$ cat config.mk
export PLATFORM = sky130hd
export DESIGN_NAME = imem_loader
export DESIGN_NICKNAME = d
export VERILOG_FILES = /design/src/rtl/imem_loader_pkg.sv /design/src/rtl/imem_loader_byte_packer.sv /design/src/rtl/imem_loader.sv
export SDC_FILE = /design/constraint.sdc
export NUM_CORES = 1
export LEC_CHECK = 0
export ABC_CLOCK_PERIOD_IN_PS = 3200
export BUFFER_PORTS_ARGS = -buffer_cell sky130_fd_sc_hd__buf_2
export CAP_MARGIN = 5
export CORE_ASPECT_RATIO = 1.5
export CORE_MARGIN = 3
export CORE_UTILIZATION = 35
export CTS_CLUSTER_SIZE = 8
export DETAILED_ROUTE_END_ITERATION = 7
export GPL_ROUTABILITY_DRIVEN = 0
export PLACE_DENSITY_LB_ADDON = 0.05
export SLEW_MARGIN = 10
export SYNTH_ARGS = -nofsm -noshare
export SYNTH_HDL_FRONTEND = slang
export SYNTH_SLANG_ARGS = --single-unit
$ cat constraint.sdc
create_clock -name clock -period 3.2 [get_ports clock]
set_input_delay 0.96 -clock clock [delete_from_list [all_inputs] [get_ports clock]]
set_output_delay 0.96 -clock clock [all_outputs]
set_load 0.01 [all_outputs]
$ cat src/rtl/imem_loader_pkg.sv
// Shared definitions for the instruction-memory loader and the fetch stage.
// The fetch stage and the loader both size the instruction memory from IMEM_ADDR_W.
package imem_loader_pkg;

  localparam int IMEM_ADDR_W    = 6;
  localparam int BYTES_PER_WORD = 4;

  typedef enum logic [1:0] {
    ST_IDLE    = 2'd0,
    ST_COLLECT = 2'd1,
    ST_WRITE   = 2'd2,
    ST_DONE    = 2'd3
  } ld_state_e;

endpackage

$ cat src/rtl/imem_loader_byte_packer.sv
// Packs a little-endian byte stream into 32-bit words.
// word_ready pulses combinationally with the transfer that completes a word.
module byte_packer
  import imem_loader_pkg::*;
(
  input  logic        clock,
  input  logic        resetn,
  input  logic        clear,
  input  logic        push,
  input  logic [7:0]  byte_in,
  output logic [31:0] word,
  output logic        word_ready
);

  localparam int IDX_W = $clog2(BYTES_PER_WORD);

  logic [IDX_W-1:0]                idx_q;
  logic [BYTES_PER_WORD-1:0][7:0]  pack_q;

  always_ff @(posedge clock or negedge resetn) begin
    if (!resetn) begin
      idx_q  <= '0;
      pack_q <= '0;
    end else begin
      if (clear)
        idx_q <= '0;
      else if (push)
        idx_q <= idx_q + 1'b1;
      if (push)
        pack_q[idx_q] <= byte_in;
    end
  end

  assign word       = pack_q;
  assign word_ready = push && (idx_q == IDX_W'(BYTES_PER_WORD - 1));

endmodule

$ cat src/rtl/imem_loader.sv
// Byte-stream loader for the instruction memory; holds the CPU while loading.
// FSM, word address and running checksum live here; byte packing is in byte_packer.
module imem_loader
  import imem_loader_pkg::*;
#(
  parameter int ADDR_W = IMEM_ADDR_W,
  parameter int DEPTH  = 2**ADDR_W
) (
  input  logic              clock,
  input  logic              resetn,
  input  logic              start,
  input  logic [ADDR_W:0]   word_count,
  input  logic [7:0]        byte_in,
  input  logic              byte_valid,
  output logic              byte_ready,
  output logic              we,
  output logic [ADDR_W-1:0] waddr,
  output logic [31:0]       wdata,
  output logic              cpu_hold,
  output logic              busy,
  output logic              done,
  output logic [31:0]       checksum
);

  localparam logic [ADDR_W:0] DEPTH_W = DEPTH[ADDR_W:0];

  ld_state_e         state_q, state_d;
  logic [ADDR_W:0]   cnt_q;
  logic [ADDR_W-1:0] addr_q, waddr_q;
  logic [31:0]       wdata_q, sum_q, pack_word;
  logic              start_acc, push, word_ready, last_word, pk_clear;

  assign start_acc = start && (word_count != '0) &&
                     ((state_q == ST_IDLE) || (state_q == ST_DONE));
  assign push      = byte_valid && byte_ready;
  assign last_word = ({1'b0, addr_q} == (cnt_q - 1'b1));
  assign pk_clear  = start_acc || (state_q == ST_WRITE);

  byte_packer u_packer (
    .clock      (clock),
    .resetn     (resetn),
    .clear      (pk_clear),
    .push       (push),
    .byte_in    (byte_in),
    .word       (pack_word),
    .word_ready (word_ready)
  );

  always_ff @(posedge clock or negedge resetn) begin
    if (!resetn) state_q <= ST_IDLE;
    else         state_q <= state_d;
  end

  always_comb begin
    state_d = state_q;
    unique case (state_q)
      ST_IDLE, ST_DONE: if (start_acc)  state_d = ST_COLLECT;
      ST_COLLECT:       if (word_ready) state_d = ST_WRITE;
      ST_WRITE:         state_d = last_word ? ST_DONE : ST_COLLECT;
      default:          state_d = ST_IDLE;
    endcase
  end

  always_comb begin
    byte_ready = 1'b0;
    we         = 1'b0;
    busy       = 1'b0;
    done       = 1'b0;
    unique case (state_q)
      ST_COLLECT: begin byte_ready = 1'b1; busy = 1'b1; end
      ST_WRITE:   begin we = 1'b1;         busy = 1'b1; end
      ST_DONE:    done = 1'b1;
      default:    ;
    endcase
  end

  // Address and data hold registers keep the write port stable outside WRITE.
  always_ff @(posedge clock or negedge resetn) begin
    if (!resetn) begin
      cnt_q   <= '0;
      addr_q  <= '0;
      waddr_q <= '0;
      wdata_q <= '0;
      sum_q   <= '0;
    end else if (start_acc) begin
      cnt_q  <= (word_count > DEPTH_W) ? DEPTH_W : word_count;
      addr_q <= '0;
      sum_q  <= '0;
    end else if (state_q == ST_WRITE) begin
      sum_q   <= sum_q + pack_word;
      waddr_q <= addr_q;
      wdata_q <= pack_word;
      if (!last_word) addr_q <= addr_q + 1'b1;
    end
  end

  assign cpu_hold = busy;
  assign waddr    = we ? addr_q : waddr_q;
  assign wdata    = we ? pack_word : wdata_q;
  assign checksum = sum_q;

endmodule

-- Word-level counts from Yosys, hierarchy flattened
Index checks and enable logic that the tools add are counted.
- register bits after elaboration: 119
- input bits: 19
- output and inout port bits: 75
- reductions and logical operators: 16
- bitwise operators: 1
- $add $sub $neg: 4
- equality and inequality tests: 8
- muxes and demuxes: 21
- magnitude comparators: 3
- operator list (operator ; number):
    2-to-1 mux 32 bit ; 3
    adder 32 bit ; 1
    bitwise mux 32 bit ; 1
    2-to-1 mux 6 bit ; 4
    demux 8 bit (select 2 bit) ; 1
    2-to-1 mux 2 bit ; 5
    2-to-1 mux 8 bit ; 1
    equality test 6 x 7 -> 1 bit ; 1
    greater-than comparator 7 bit, second input constant ; 1
    2-to-1 mux 7 bit ; 1
    nonzero test 7 bit ; 1
    subtractor 7 x 1 -> 7 bit, second input constant ; 1
    adder 6 x 1 -> 6 bit, second input constant ; 1
    equality test 2 bit, second input constant ; 3
    one-hot mux 2 bit (3 select lines) ; 1
    AND reduction 2 bit ; 3
    logical AND 1 bit ; 5
    2-to-1 mux 1 bit ; 4
    != test 2 bit, second input constant ; 2
    nonzero test 2 bit ; 2
    OR reduction 2 bit ; 2
    < comparator 2 x 3 -> 1 bit, second input constant ; 1
    adder 2 x 1 -> 2 bit, second input constant ; 1
    equality test 2 x 1 -> 1 bit, second input constant ; 1
    other kinds (5) ; 6

-- Longest topological paths before layout
Gate-level depths: netlist (run 1).
- depth in word-level cells: 6
- mapped depth: 9
- gate-level depth less buffers: 9

-- By module
From an unflattened synthesis (run 1), not the netlist that was laid out.
- cells, all modules: 670
- area total of the unflattened synthesis: 7328.3 µm²
- by module, submodules not included (module ; cells an instance ; times used ; seq. area each (µm²) ; area an instance (µm²)):
    imem_loader ; 588 ; 1 ; 2127.0 ; 5818.1
    byte_packer ; 82 ; 1 ; 850.8 ; 1510.2

-- Worst setup path after synthesis (run 1)
No wires, ideal clock.
- path kind: flip-flop to output port
- from: reg state_q[0]
- to: out waddr[0]
- setup slack: 0.514 ns
- cell stages (with the launch flop): 6
- buffers on the path: 2
- data arrival time: 1.726 ns
- path through: dfrtp_1 -> inv_1 -> ha_1 -> clkbuf_1 -> buf_1 -> mux2_2
- word-level cells in the longest chain between the ends: 3
- ends and longest elaborated chain (item ; line ; text):
    start, declared ; imem_loader.sv:27 ; ld_state_e state_q, state_d;
    start signal, assigned ; imem_loader.sv:51 ; else state_q <= state_d;
    equality test 2 bit ; imem_loader.sv:69 ; unique case (state_q)
    2-to-1 mux 1 bit ; imem_loader.sv:69 ;
    net we ; imem_loader.sv:16 ; output logic we,
    2-to-1 mux 6 bit ; imem_loader.sv:98 ; assign waddr = we ? addr_q : waddr_q;
    end, declared ; imem_loader.sv:17 ; output logic [ADDR_W-1:0] waddr,
The timed path passes the listed nets, and every way through them passes these cells.

-- Final worst setup path (run 1)
- from: reg state_q[0]
- to: out waddr[4]
- word-level cells in the longest chain between the ends: 3
- ends and longest elaborated chain (item ; line):
    equality test 2 bit ; imem_loader.sv:69
    2-to-1 mux 1 bit ; imem_loader.sv:69
    2-to-1 mux 6 bit ; imem_loader.sv:98
No other way between the ends.

==> flow_metrics.py, run 1 <==
metrics = {
    "synthesis": {
        "synth.area.top_cells": "dfrtp_1 (41%), mux2_2 (17%), ha_1 (7.1%), mux2i_1 (2.8%), nand2_1 (2.6%)",
        "synth_nets": 749,
        "yosys_warnings": 0,
        "yosysUniqueCellTypes": 64,
        "synth_edf_count": 0,
        "synth_top_area_share_pct": 41.2,
        "synthCells": 688,
        "async_flop_share_pct": 100,
        "ys.flop_type": "dfrtp_1",
        "yosysTopAreaCell": "dfrtp_1",
        "syn_area_sq_um": 7230,
        "ys_ff_latch": 119,
        "ys_seq_area_share_pct": 41.2,
        "syn_avg_cell_area_sq_um": 10.5,
    },
    "pwr": {
        "p_sw_share_pct": 38.1,
        "p_leak_nw": 4.30,
        "total_power_w": 0.00724,
        "p_seq_share_pct": 33.3,
        "intPower_w": 0.00448,
        "p_per_area_nw_per_um2": 840,
        "vdd_ir_drop_max_mv": 0.344,
        "combPwrFrac_pct": 41.0,
        "clkPwrFrac_pct": 25.7,
        "power.net_switching_w": 0.00276,
    },
    "setup_path": {
        "critPathTopFamily": "buffers and inverters",
        "path_depth": 5,
        "ff2ff_path_depth": 9,
        "r2r_slack_ps": 200,
        "crit_fanout": 22,
        "critPathBufInv": 3,
        "critPathMaxStageDelay_ps": 420,
        "end_kind": "output port",
        "crit_slowest_cell": "dfrtp_1",
        "required_ps": 2240,
        "crit_type": "flip-flop to output port",
        "cp_data_arrival_time_ps": 2090,
        "rr_endpoint": "checksum[20]$_DFFE_PN0P_",
        "setup.worst_path.start_class": "flip-flop",
        "r2r-start": "checksum[0]$_DFFE_PN0P_",
        "path_cells": "inv_1, ha_4, buf_12, mux2_2, buf_2",
    },
    "sta": {
        "skew_ps": 8.31,
        "fin_crit_sh_pct": 95.2,
        "slew_viol_final": 0,
        "slew_headroom_pct": 56.1,
        "finalHoldViolations": 0,
        "rsz0062_at_grt": "no",
        "setup_viol": 0,
        "fin_setup_tns_ps": 0,
        "worst_pin_slew_ps": 648,
        "fin_crit_ps": 3050,
        "timing.fmax_mhz": 328,
    },
    "die": {
        "die_x_um": 123,
        "rows": 63,
        "dieArea_sq_um": 22400,
        "core_sq_um": 20000,
        "start_util_pct": 36.1,
        "die_y_um": 182,
        "io_pins": 94,
    },
    "detailed_routing": {
        "drc": 0,
        "avgViaCountPerCell": 5.45,
        "drt_iter0_drc": 341,
        "dr.pass1.iters": 4,
        "wire_per_inst_um": 20.4,
        "routed_wirelength_mm": 21.5,
        "num_vias": 5747,
        "drt.antenna.violating_nets": 0,
    },
    "cts": {
        "clockBufferDepth": 2,
        "cts_tree": "done",
        "clk_pin_slew_ps": 50,
        "numCtsBuffers": 17,
        "clk_latency_ps": 410,
        "h-tree-depth": 4,
        "clock-root-buffer": "clkbuf_16",
        "numClockSinks": 119,
        "cts_resized": 0,
    },
    "run": {
        "cap_violations": 0,
    },
    "global_routing": {
        "track_usage_pct": 19.4,
        "grt_pass1_vias": 5954,
        "grt-ovfl-total": 0,
        "grt_max_degree": 51,
        "antenna_found_initial": 1,
        "grt_first_pass_wirelength_mm": 33.2,
    },
    "worst_hold_path": {
        "worstHoldStart": "wdata_q[8]$_DFFE_PN0P_",
        "hold_class": "flip-flop to flip-flop",
        "hold_end": "wdata_q[8]$_DFFE_PN0P_",
        "worst_hold_path.num_cells": 1,
    },
    "placement": {
        "port-buffer-count": 93,
        "dp_hpwl_mm": 15.1,
    },
    "layout": {
        "synthToLayoutAreaGrowth_pct": 19.2,
        "layout.nets": 844,
        "utilization_pct": 43.1,
        "layout-drive-gt1-share_pct": 33.4,
        "nFillCells": 1992,
        "seqCellArea_sq_um": 2980,
        "multi_input_area_sq_um": 4080,
        "diodes": 0,
    },
    "run_status": {
        "status": "completed",
    },
}
power by group through the flow:
stage / sequential (W) / clock, W / combinational (W)
CTS: 0.00241 / 0.00191 / 0.00298
detailed placement: 0.00244 / 0 / 0.00296
finish: 0.00241 / 0.00186 / 0.00297
floorplan: 0.00232 / 0 / 0.00214
global placement: 0.00240 / 0 / 0.00292
global route: 0.00249 / 0.00199 / 0.00329
cells in the final DEF (no fill, tap or decap), types with 6 or more instances in the layout:
cell type / netlist / layout
nor2_1: 41 / 41
and3_1: 7 / 7
nand3_1: 17 / 17
nor3_1: 15 / 15
a31oi_1: 6 / 6
and2_1: 6 / 6
mux2_2: 107 / 107
xnor2_1: 21 / 21
dfrtp_1: 119 / 119
inv_1: 13 / 13
buf_2: 4 / 92
nand2_1: 50 / 49
buf_4: 1 / 14
ha_1: 41 / 40
clkbuf_16: 0 / 17
a21oi_1: 37 / 37
a21o_1: 18 / 18
xor2_1: 9 / 9
o21ai_0: 37 / 37
mux2i_1: 20 / 20
nand3b_1: 6 / 6
nand4_1: 7 / 7
routing by layer:
metal  share of wire [%]  vias to the layer above  track usage, %
met5               0.042                        -               0
li1                    -                     2719               -
met3                 3.6                       28            3.58
met2                  52                      124            33.4
met1                  43                     2874            24.4
met4                 1.9                        2            5.68
synthesized netlist by cell type, types with 5 or more instances:
| cell | number |
|---|---|
| and3_1 | 7 |
| dfrtp_1 | 119 |
| o21a_1 | 5 |
| and2_1 | 6 |
| buf_1 | 10 |
| a21oi_1 | 37 |
| nand2_1 | 50 |
| nand4_1 | 7 |
| xnor2_1 | 21 |
| nor2_1 | 41 |
| o21bai_1 | 5 |
| clkbuf_1 | 18 |
| o21ai_0 | 37 |
| a21o_1 | 18 |
| inv_1 | 13 |
| a31oi_1 | 6 |
| mux2i_1 | 20 |
| nand3_1 | 17 |
| nand3b_1 | 6 |
| ha_1 | 41 |
| nor3_1 | 15 |
| mux2_2 | 107 |
| nand2b_1 | 5 |
| xor2_1 | 9 |
area by class of cell:
type	count	share of cell area (%)
tap	260	3.77
clock inverter	9	1.19
sequential	119	34.5
multi-input combinational	523	47.4
clock buffer	21	5.34
timing repair buffer	109	7.20
inverter	13	0.566
worst max path at each step:
stage	end	startpoint	slack (ps)
after floorplan	waddr[0]	state_q[0]$_DFFE_PN0P_	510
after global placement	checksum[20]$_DFFE_PN0P_	u_packer.word[0]$_DFFE_PN0P_	400
after detailed placement	checksum[20]$_DFFE_PN0P_	checksum[0]$_DFFE_PN0P_	270
after CTS	wdata[0]	state_q[0]$_DFFE_PN0P_	10
after global routing	checksum[20]$_DFFE_PN0P_	checksum[0]$_DFFE_PN0P_	30
final	waddr[4]	state_q[0]$_DFFE_PN0P_	150
timing repair:
action,in CTS,in global routing
setup endpoints to repair,0,26
buffers inserted,0,2
hold endpoints to repair,0,0
hold buffers,0,0
sequential cells by signal (all words and copies together), names as in the netlist:
register	cells
checksum	32
u_packer.word	32
wdata_q	32
cnt_q	7
addr_q	6
waddr_q	6
state_q	2
u_packer.idx_q	2
kinds of logic after synthesis:
| group | Yosys count | synth area share, % |
|---|---|---|
| xor gates and xnor gates | 30 | 3.64 |
| DFF | 119 | 41.2 |
| buffers and inverters | 46 | 2.51 |
| AOI/OAI and AO/OA | 150 | 14.1 |
| and+or+nand+nor | 174 | 11.8 |
| muxes | 127 | 19.4 |
| adders and majority gates | 42 | 7.37 |
per-stage QoR:
| stage | area [sq um] | setup WS [ps] | cells | hold WS (ps) |
|---|---|---|---|---|
| 2_1_floorplan | 7230 | 514 | 688 | 455 |
| 3_3_place_gp | 8020 | 401 | 1022 | 482 |
| 3_5_place_dp | 8020 | 266 | 1022 | 490 |
| 4_1_cts | 8580 | 14.2 | 1052 | 503 |
| 5_1_grt | 8620 | 26.1 | 1054 | 517 |
| 6_report | 8620 | 152 | 1054 | 500 |
Note: power is estimated with default switching activity, not from simulation.
==> inputs of run 2 (changes only) <==
Settings changed: REMOVE_ABC_BUFFERS set to 1.
==> run 2 against run 1 <==
Net effect: maximum frequency decreased by 0.54%; core utilization about the same; via count is 1.0% higher; flip-flop and latch count is the same; clock power shrank 6%.
==> flow_metrics.py, run 2 (synthesis gave the netlist of run 1 again) <==
metrics = {
    "cts": {
        "ctsHoldBuffers": 0,
        "cts_tree": "done",
        "clk_latency_ps": 420,
        "cts_setup_buffers": 0,
        "h-tree-depth": 4,
        "cts_resized": 0,
        "numCtsBuffers": 17,
        "clockBufferDepth": 2,
        "clock-root-buffer": "clkbuf_16",
        "clk_pin_slew_ps": 60,
        "numClockSinks": 119,
    },
    "layout": {
        "synthToLayoutAreaGrowth_pct": 19.2,
        "layout_common_cells": "dfrtp_1 (119), mux2_2 (107), buf_2 (92), nand2_1 (49), nor2_1 (41)",
        "layout.nets": 844,
        "diodes": 0,
        "layout-drive-gt1-share_pct": 33.8,
        "final_common_cell": "dfrtp_1",
        "stdcell_area_sq_um": 8610,
        "nFillCells": 2009,
    },
    "die": {
        "core_sq_um": 20000,
        "start_util_pct": 36.1,
        "dieArea_sq_um": 22400,
        "die_y_um": 182,
        "rows": 63,
        "io_pins": 94,
        "die_x_um": 123,
    },
    "detailed_routing": {
        "routed_wirelength_mm": 21.7,
        "drt.antenna.violating_nets": 0,
        "wire_per_inst_um": 20.5,
        "drt_iter0_drc": 234,
        "dr.pass1.iters": 5,
        "num_vias": 5806,
        "avgViaCountPerCell": 5.50,
        "drc": 0,
    },
    "setup_path": {
        "path_cells": "inv_1, ha_4, buf_12, mux2_2, buf_2",
        "cp_data_arrival_time_ps": 2100,
        "r2r-start": "u_packer.word[0]$_DFFE_PN0P_",
        "critPathTopFamily": "buffers and inverters",
        "required_ps": 2240,
        "setup.worst_path.start_class": "flip-flop",
        "end_kind": "output port",
        "crit_start": "state_q[0]$_DFFE_PN0P_",
        "critPathBufInv": 3,
        "crit_slowest_cell": "dfrtp_1",
        "crit_fanout": 25,
        "crit_type": "flip-flop to output port",
        "critPathMaxStageDelay_ps": 410,
    },
    "pwr": {
        "clkPwrFrac_pct": 24.3,
        "combPwrFrac_pct": 41.5,
        "vdd_ir_drop_max_mv": 0.307,
        "p_per_area_nw_per_um2": 836,
        "p_sw_share_pct": 39.9,
        "power.net_switching_w": 0.00287,
        "p_leak_nw": 4.30,
        "p_seq_share_pct": 34.2,
        "intPower_w": 0.00433,
    },
    "worst_hold_path": {
        "hold_class": "flip-flop to flip-flop",
        "worstHoldStart": "wdata_q[7]$_DFFE_PN0P_",
    },
    "placement": {
        "port-buffer-count": 93,
        "placed_area_sq_um": 8070,
        "dp_hpwl_mm": 16.3,
        "dp_slack_ps": 318,
    },
    "sta": {
        "layout_setup_ws_ps": 136,
        "fin_crit_ps": 3060,
        "setup_viol": 0,
        "skew_ps": 12.9,
        "fin_crit_sh_pct": 95.8,
        "fin_setup_tns_ps": 0,
        "worst_pin_slew_ps": 770,
        "rsz0062_at_grt": "no",
        "timing.fmax_mhz": 326,
        "slew_headroom_pct": 48.5,
        "slew_viol_final": 0,
        "finalHoldViolations": 0,
    },
    "global_routing": {
        "track_usage_pct": 20.0,
        "grt_pass1_vias": 5993,
        "grt-ovfl-total": 0,
        "grt_max_degree": 41,
        "grt_use_met3_pct": 3.46,
        "top_usage_layer": "met2",
        "grt_first_pass_wirelength_mm": 34.0,
        "antenna_found_initial": 0,
        "grt_use_met1_pct": 22.6,
        "use_met2_pct": 36.2,
    },
    "run": {
        "cap_violations": 0,
    },
    "run_status": {
        "status": "completed",
    },
}
## run 2: worst paths after layout
kind / endpoint / slack (ps) / cells past startpoint
max: wdata[16] / 140 / 5
max in group asynchronous: u_packer.word[20]$_DFFE_PN0P_ / 1850 / 2
min in group asynchronous: wdata_q[9]$_DFFE_PN0P_ / 530 / 1
min reg2reg: wdata_q[7]$_DFFE_PN0P_ / 500 / 1
min: wdata_q[7]$_DFFE_PN0P_ / 500 / 1
max reg2reg: checksum[10]$_DFFE_PN0P_ / 300 / 9
## run 2: through the flow
stage	total power, W	hold slack [ps]	utilization [%]	instances
final	0.00720	499	43.0	1056
after global routing	0.00773	517	43.0	1056
after CTS	0.00730	503	43.0	1056
after detailed placement	0.00550	489	40.3	1024
after global placement	0.00542	482	40.3	1024
after floorplan	0.00442	455	-	655
## run 2: power by group through the flow
stage	sequential [W]	clock, W	combinational, W
finish	0.00246	0.00175	0.00298
CTS	0.00248	0.00180	0.00302
detailed placement	0.00250	0	0.00300
floorplan	0.00232	0	0.00209
global route	0.00254	0.00188	0.00331
global placement	0.00247	0	0.00295
## run 2: layer usage
layer / part of all wire [%] / routed length [um] / vias up
met5: 0 / 0 / -
met4: 3.4 / 741 / 0
met3: 3.7 / 810 / 31
met2: 55 / 11800 / 156
li1: - / - / 2715
met1: 38 / 8300 / 2904
## run 2: final cells by class
cell class / instances / area, sq um / share of cell area, %
Clock buffer: 18 / 439 / 5.10
Clock inverter: 14 / 100 / 1.16
Inverter: 13 / 48.8 / 0.567
Multi-Input combinational cell: 523 / 4080 / 47.4
Sequential cell: 119 / 2980 / 34.6
Tap cell: 260 / 325 / 3.78
Timing Repair Buffer: 109 / 638 / 7.41
